===== src/rtl/uart_tx_arbiter.sv =====
// Round-robin arbiter that gives one packet source at a time the write port of uart_tx_fifo.
// A grant lasts for a whole packet and can be cut short by the length guard or the stall watchdog.
module uart_tx_arbiter #(
    parameter int NUM_REQ = 4,
    parameter int MAX_LEN = 64,
    parameter int TIMEOUT = 255,
    parameter int CNT_W   = 8
) (
    input  logic                   clk,
    input  logic                   reset_pin,
    input  logic [NUM_REQ-1:0]     req,
    input  logic [8*NUM_REQ-1:0]   data,
    input  logic [NUM_REQ-1:0]     last,
    output logic [NUM_REQ-1:0]     ack,
    output logic [NUM_REQ-1:0]     gnt,
    input  logic                   tx_full,
    output logic                   wr_tx_pin,
    output logic [7:0]             w_data,
    output logic                   err_stall,
    output logic                   err_len
);

    localparam int IDX_W = (NUM_REQ > 1) ? $clog2(NUM_REQ) : 1;

    typedef enum logic {IDLE, BUSY} state_t;

    state_t             state, state_next;
    logic [NUM_REQ-1:0] gnt_next;
    logic [IDX_W-1:0]   cur_idx, idx_next;
    logic [IDX_W-1:0]   ptr, ptr_next;
    logic [IDX_W-1:0]   pick_idx;
    logic               pick_valid;
    logic [CNT_W-1:0]   byte_cnt, byte_next, byte_inc;
    logic [CNT_W-1:0]   stall_cnt, stall_next;
    logic [NUM_REQ-1:0] accept;
    logic               rel;

    assign accept    = gnt & req & {NUM_REQ{~tx_full}};
    assign ack       = accept;
    assign wr_tx_pin = |accept;
    assign byte_inc  = byte_cnt + 1'b1;

    // Only the granted slice can pass; with no grant the write data is zero.
    always_comb begin
        w_data = 8'h00;
        for (int i = 0; i < NUM_REQ; i++) begin
            w_data = w_data | (data[8*i +: 8] & {8{gnt[i]}});
        end
    end

    // Search starts just after the last owner, so whoever finished last has lowest priority.
    always_comb begin
        int cand;
        cand       = 0;
        pick_valid = 1'b0;
        pick_idx   = '0;
        for (int k = 1; k <= NUM_REQ; k++) begin
            cand = (int'(ptr) + k) % NUM_REQ;
            if (!pick_valid && req[IDX_W'(cand)]) begin
                pick_valid = 1'b1;
                pick_idx   = IDX_W'(cand);
            end
        end
    end

    always_ff @(posedge clk or posedge reset_pin) begin
        if (reset_pin) begin
            state     <= IDLE;
            gnt       <= '0;
            cur_idx   <= '0;
            ptr       <= IDX_W'(NUM_REQ - 1);
            byte_cnt  <= '0;
            stall_cnt <= '0;
        end else begin
            state     <= state_next;
            gnt       <= gnt_next;
            cur_idx   <= idx_next;
            ptr       <= ptr_next;
            byte_cnt  <= byte_next;
            stall_cnt <= stall_next;
        end
    end

    // Release priority: end of packet, then length guard, then stall watchdog.
    always_comb begin
        state_next = state;
        gnt_next   = gnt;
        idx_next   = cur_idx;
        ptr_next   = ptr;
        byte_next  = byte_cnt;
        stall_next = stall_cnt;
        err_stall  = 1'b0;
        err_len    = 1'b0;
        rel        = 1'b0;
        case (state)
            IDLE: begin
                if (pick_valid) begin
                    state_next         = BUSY;
                    gnt_next           = '0;
                    gnt_next[pick_idx] = 1'b1;
                    idx_next           = pick_idx;
                    byte_next          = '0;
                    stall_next         = '0;
                end
            end
            BUSY: begin
                if (wr_tx_pin) begin
                    byte_next  = byte_inc;
                    stall_next = '0;
                end else if (!req[cur_idx]) begin
                    stall_next = stall_cnt + 1'b1;
                end
                if (wr_tx_pin && last[cur_idx]) begin
                    rel = 1'b1;
                end else if (wr_tx_pin && (byte_inc == CNT_W'(MAX_LEN))) begin
                    rel     = 1'b1;
                    err_len = 1'b1;
                end else if (!wr_tx_pin && (stall_cnt == CNT_W'(TIMEOUT))) begin
                    rel       = 1'b1;
                    err_stall = 1'b1;
                end
                if (rel) begin
                    state_next = IDLE;
                    gnt_next   = '0;
                    ptr_next   = cur_idx;
                end
            end
            default: state_next = IDLE;
        endcase
    end

endmodule

===== config.mk =====
export PLATFORM = sky130hd
export DESIGN_NAME = uart_tx_arbiter
export DESIGN_NICKNAME = d
export VERILOG_FILES = /design/src/rtl/uart_tx_arbiter.sv
export SDC_FILE = /design/constraint.sdc
export NUM_CORES = 1
export LEC_CHECK = 0
export ABC_AREA = 1
export CORE_ASPECT_RATIO = 2
export CORE_MARGIN = 2
export CORE_UTILIZATION = 47
export CTS_BUF_LIST = sky130_fd_sc_hd__clkbuf_16
export DETAILED_ROUTE_END_ITERATION = 8
export PLACE_DENSITY = 0.82
export SYNTH_ARGS = -nofsm -noshare
export SYNTH_HDL_FRONTEND = slang
export SYNTH_SLANG_ARGS = --single-unit

===== constraint.sdc =====
create_clock -name clk -period 2.21 [get_ports clk]
set_input_delay 0.663 -clock clk [delete_from_list [all_inputs] [get_ports clk]]
set_output_delay 0.663 -clock clk [all_outputs]
set_load 0.01 [all_outputs]

==> impl_metrics.csv, run 1 <==
group,metric,value,unit
critical_path,cp.arrival,1740,ps
synth,post_synth_main_area_contributors,"dfrtp_1, nand2_1, nand3_1, nand4_1, inv_1",
detailed_routing,drt_first_pass_iters,4,
critical_path,path_delay_family,"simple AND/OR/NAND/NOR gates",
critical_path,crit_path_start,"byte_cnt[0]",
detailed_routing,drtIter0Drc,51,
global_routing,grt_overflow,0,
synth,yosysTopAreaCellShare,28.8,%
critical_path,r2r-end,"state",
global_routing,grt_pass1_vias,2462,
clock_tree,clk_latency,260,ps
critical_path,crit_buf_inv,2,
sta,fmax,416,MHz
detailed_routing,antenna_left,0,
pwr,p_per_area,407,nW/um^2
finish,nets,478,
hold_path,hold_start,"stall_cnt[3]",
critical_path,cp_max_fo,2,
synth,synth_cell_types,32,
sta,post-route-period-util,109,%
critical_path,cp-end-kind,"output port",
global_routing,antenna_found_initial,0,
floorplan,rows,33,
place,routabilityCongestion,0.960,
floorplan,start_util,48.9,%
sta,rsz0062_at_grt,"yes",
sta,worst_slew_pin_slew,341,ps
critical_path,slowest_delay,360,ps
sta,hold_viol_final,0,
critical_path,worst_r2r_path_depth,12,
run_status,status,"finished with violations",
global_routing,grt_pass1_wl,11100,um
flow_run,max-cap-violations,0,
floorplan,die-area,4820,um^2
critical_path,crit_chain,"ha_2 > buf_4 > nand2_1 > nor2_1 > nand2_1 > nor2_2 > nand3_2 > a21oi_2 > buf_2",
clock_tree,clock_sinks,25,
global_routing,grt.total_usage,30.2,%
floorplan,die_w,50.1,um
critical_path,worst_path_max_delay_cell,"dfrtp_1",
synth,synth.largest_area_cell,"dfrtp_1",
sta,tns,-196,ps
clock_tree,root_buffer,"clkbuf_16",
clock_tree,cts_inserted_buffers,3,
sta,finalSetupViolCount,1,
pwr,peakVddDrop,0.505,mV
synth,ys_ff_latch,25,
synth,yosys_warnings,0,
sta,setup_ws,-196,ps
critical_path,cp.required,1550,ps
sta,whs,526,ps
hold_path,hold_depth,2,
floorplan,die_h,96.2,um
finish,drive_above_1_share,27.8,%
synth,syn_area,2000,um^2
detailed_routing,wire_per_inst,15.0,um
detailed_routing,vias,2600,
finish,area_growth,63.1,%
critical_path,crit_top_cell,"nand2_1",
critical_path,cp-endpoint,"err_len",
place,dpl.hpwl,5190,um
floorplan,coreArea,4090,um^2
sta,timing.slew.headroom,77.0,%
clock_tree,clk_path_buf_depth,2,
finish,postLayoutCoreUtil,79.8,%
global_routing,grt_max_degree,26,
floorplan,ios,62,
clock_tree,clkTransAtPathRegs,70,ps
critical_path,reg2reg_from,"byte_cnt[0]",
sta,period_needed,2410,ps
pwr,p_leak,1.67,nW
sta,fin_skew,5.02,ps
finish,num_antenna_cells,0,
synth,synth_cells,312,
run_status,violations,"negative setup slack",
critical_path,worst-r2r-setup-slack,250,ps
clock_tree,cts_tree,"done",
critical_path,cp.depth,9,
detailed_routing,drc,0,
place,postPlaceCellArea,3000,um^2
synth,yosysSeqAreaShare,31.4,%
place,io_buffer_count,61,
critical_path,cp-start-kind,"flop",
synth,synth_flop_cell,"dfrtp_1",
detailed_routing,routed_via_density,5.37,
synth,syn_area_per_cell,6.41,um^2
detailed_routing,drt-total-wl,7260,um
synth,synth_edf_count,0,
sta,drv_slew,0,
synth,async_flop_share,100,%
finish,fin_area,3260,um^2
critical_path,crit_type,"reg -> out",
clock_tree,h-tree-depth,1,
hold_path,hp-class,"reg -> reg",
synth,syn_nets,357,
routing by layer:
layer / wire length [um] / vias to the layer above / share of wire, % / GRT usage, %
li1: - / 1244 / - / -
met1: 2390 / 1203 / 33 / 27.3
met2: 3940 / 118 / 54 / 60.0
met3: 463 / 35 / 6.4 / 4.66
met4: 457 / 0 / 6.3 / 18.1
met5: 0 / - / 0 / 0
state kept, by name, summed over array words and instances, names as in the netlist:
register   count
gnt            4
byte_cnt       8
cur_idx        2
state          1
stall_cnt      8
ptr            2
worst register-to-register path: cells and delay by family, from the launching register on:
family                     cells  cell delay [ps]
buffers and inverters          4              540
and+or+nand+nor                6              650
AOI/OAI and AO/OA              1               70
DFF                            1              360
adders and majority gates      1              210
cells by family (layout without fill, tap and decap cells):
family | after synthesis | in the layout | synth area share, %
and+or+nand+nor | 223 | 223 | 50.4
buffers and inverters | 37 | 157 | 9.45
DFF | 25 | 25 | 31.4
AOI/OAI and AO/OA | 22 | 22 | 6.20
xor gates and xnor gates | 3 | 3 | 1.31
adders and majority gates | 2 | 2 | 1.25
through the flow:
stage          instances  setup slack (ps)  power, mW
3_5_place_dp         468              -875      0.914
2_1_floorplan        312              2.33      0.717
3_3_place_gp         468              -838      0.900
5_1_grt              484              -294       1.40
4_1_cts              482              -221       1.32
6_report             484              -196       1.33
layout make-up:
class	count	area (um^2)
Multi-Input combinational cell	250	1300
Timing Repair Buffer	123	1060
Fill cell	284	826
Sequential cell	25	628
Inverter	30	129
Clock buffer	3	75.1
Tap cell	52	65.1
Clock inverter	1	7.51
cells in the final DEF (no fill, tap or decap), types with 2 or more instances in the layout:
cell type,synthesis,layout
nand2_1,131,127
buf_4,4,58
clkdlybuf4s50_1,0,42
nand3_1,31,29
inv_1,25,25
dfrtp_1,23,23
nor2_1,25,17
nand4_1,16,16
buf_6,1,9
nor2_4,1,8
nand2_2,5,7
o21ai_0,8,7
nand2_4,4,6
a21oi_1,7,6
clkdlybuf4s15_1,0,6
buf_2,0,5
nor2_2,3,4
inv_2,3,3
nand3_4,1,3
o21ai_1,2,3
clkbuf_16,0,3
nand3_2,2,2
nor3_1,2,2
o21ai_2,2,2
nor4_1,2,2
clkbuf_2,0,2
dfstp_2,2,2
Yosys cell counts, types with 2 or more instances:
cell	number
nor2_1	25
ha_1	2
dfstp_2	2
a21oi_1	7
nand2_4	4
dfrtp_1	23
inv_1	25
nor4_1	2
nor2_2	3
buf_4	4
nor3_1	2
inv_2	3
nand3_1	31
o21ai_2	2
xor2_1	2
nand4_1	16
nand2_2	5
nand3_2	2
o21ai_0	8
nand2_1	131
o21ai_1	2
worst min-delay path by stage:
stage / endpoint
floorplan: stall_cnt[3]
global placement: stall_cnt[3]
detailed placement: stall_cnt[3]
CTS: stall_cnt[3]
global route: stall_cnt[3]
finish: stall_cnt[3]
report_power, final:
group,switching [mW],internal [mW]
clock,0.166,0.246
sequential,0.0293,0.502
combinational,0.179,0.204
total,0.374,0.952
timing repair:
item / 4_1_cts / 5_1_grt
setup buffers: 10 / 5
hold buffers: 0 / 0
gates resized for setup: 70 / 27
setup endpoints to repair: 15 / 10
hold endpoints to repair: 0 / 0
pin swaps: 11 / 14
Note: power is estimated with default switching activity, not from simulation.
==> run 2, diff against run 1 <==
TNS_END_PERCENT = 5   (was default)
==> impl_metrics.csv, run 2 (synthesis results as in run 1) <==
group,metric,value,unit
run_status,status,"finished with violations",
run_status,violations,"negative setup slack",
pwr,seq_power_share,40.3,%
finish,postLayoutCoreUtil,78.1,%
floorplan,start_util,48.9,%
critical_path,cp_max_fo,3,
clock_tree,cts_hold_buf,0,
detailed_routing,met1Wirelength,2190,um
detailed_routing,wl_met2,3610,um
pwr,p_per_area,413,nW/um^2
sta,period_needed,2380,ps
detailed_routing,drtIter0Drc,51,
pwr,combinationalPowerShare,28.5,%
detailed_routing,vias,2535,
sta,setup_ws,-174,ps
sta,fmax,419,MHz
finish,final_cell_mix,"nand2_1, buf_4, clkdlybuf4s50_1",
finish,multiInputGateArea,1270,um^2
finish,nets,476,
clock_tree,h-tree-depth,1,
detailed_routing,top_layer,"met4",
pwr,p_leak,1.64,nW
critical_path,cp-start-kind,"input port",
global_routing,grt_max_degree,26,
detailed_routing,antenna_left,0,
finish,seqCellArea,628,um^2
place,io_buffer_count,61,
place,dpl.hpwl,5190,um
pwr,peakVddDrop,0.496,mV
critical_path,crit_type,"in -> out",
sta,drv_slew,0,
floorplan,coreArea,4090,um^2
finish,area_growth,59.7,%
sta,worst_slew_pin_slew,327,ps
detailed_routing,routed_via_density,5.26,
sta,finalSetupViolCount,2,
pwr,p_switching,371,uW
global_routing,grt_pass1_vias,2454,
detailed_routing,drt-total-wl,6600,um
detailed_routing,drt_first_pass_iters,4,
global_routing,antenna_found_initial,0,
clock_tree,cts_inserted_buffers,3,
clock_tree,root_buffer,"clkbuf_16",
floorplan,rows,33,
pwr,p_sw_share,28.1,%
place,routabilityCongestion,0.960,
detailed_routing,wire_per_inst,13.7,um
clock_tree,clk_latency,260,ps
detailed_routing,drc,0,
sta,rsz0062_at_grt,"yes",
sta,post-route-period-util,108,%
global_routing,grt.total_usage,29.6,%
hold_path,hp-class,"reg -> reg",
flow_run,max-cap-violations,0,
pwr,power,1.32,mW
finish,final_common_cell,"nand2_1",
finish,drive_above_1_share,26.7,%
sta,tns,-246,ps
sta,hold_viol_final,0,
finish,largest_registers,"byte_cnt: 8 flops, stall_cnt: 8 flops, gnt: 4 flops",
floorplan,die-area,4820,um^2
floorplan,die_h,96.2,um
detailed_routing,routed-wl-met3,392,um
clock_tree,clock_sinks,25,
finish,fillers,298,
pwr,internal-power,949,uW
clock_tree,cts_tree,"done",
global_routing,grt_overflow,0,
finish,num_antenna_cells,0,
pwr,power.share.clock,31.2,%
critical_path,cp.required,1550,ps
floorplan,die_w,50.1,um
clock_tree,clk_path_buf_depth,2,
critical_path,cp-end-kind,"output port",
sta,timing.slew.headroom,78.2,%
floorplan,ios,62,
sta,fin_skew,4.90,ps
global_routing,grt_pass1_wl,10900,um
clock_tree,clkTransAtPathRegs,60,ps
critical_path,cp.arrival,1720,ps
[run 2: changes by cell type in the layout (fill, tap and decap cells not counted), moves of 2 or more]
cell,delta
buf_6,-8
nand2_4,-2
dlygate4sd2_1,+2
buf_4,+4
[run 2: final timing paths]
path	startpoint	to	slack, ps	depth (start not counted)
min reg2reg	stall_cnt[3]	stall_cnt[3]	530	2
max reg2reg	byte_cnt[0]	ptr[1]	310	12
max	req[3]	err_len	-170	10
min	stall_cnt[3]	stall_cnt[3]	530	2
max in group asynchronous	reset_pin	ptr[0]	1150	3
min in group asynchronous	reset_pin	byte_cnt[5]	750	3
[run 2: per-stage QoR]
| step | worst slack, ps | std cells | instance area [um^2] | hold slack (ps) |
|---|---|---|---|---|
| CTS | -221 | 478 | 3130 | 521 |
| finish | -174 | 482 | 3190 | 526 |
| global placement | -838 | 468 | 3000 | 484 |
| floorplan | 2.33 | 312 | 2010 | 464 |
| detailed placement | -875 | 468 | 3000 | 506 |
| global route | -280 | 482 | 3190 | 564 |
[run 2: worst max-delay path, cell delays in order]
cell,delay (ps)
clkdlybuf4s15_1,200
nand2_1,100
nor2_4,120
nor2_4,50
nand2_4,80
nand2_1,70
nor2_2,90
nand3_2,100
a21oi_2,110
buf_2,140
[run 2: layout make-up]
type	count	share of cell area [%]
Clock buffer	3	2.35
Clock inverter	1	0.235
Timing Repair Buffer	121	31.9
Multi-Input combinational cell	250	39.7
Sequential cell	25	19.7
Tap cell	52	2.04
Inverter	30	4.04
[run 2: metal layers]
metal	global-route usage, %	vias to the layer above
li1	-	1244
met3	5.28	31
met5	0	-
met4	18.1	0
met2	58.2	103
met1	26.5	1157
[run 2: repair_timing]
item,CTS,global route
gates resized for setup,47,26
setup endpoints to repair,15,11
endpoints found under the hold margin,0,0
pin swaps,9,12
gates cloned,0,0
setup buffers,6,4
[run 2: power groups by stage]
stage                     sequential, mW  clock (mW)  combinational (mW)
after global placement             0.537           0               0.363
final                              0.532       0.411               0.377
after detailed placement           0.539           0               0.375
after floorplan                    0.547           0               0.170
after global routing               0.537       0.436               0.423
after CTS                          0.531       0.416               0.375
==> run 3, diff against run 2 <==
CAP_MARGIN = 20   (was default)
==> results of run 3 <==
The final DEF is identical to that of run 2; final timing and power are the same.
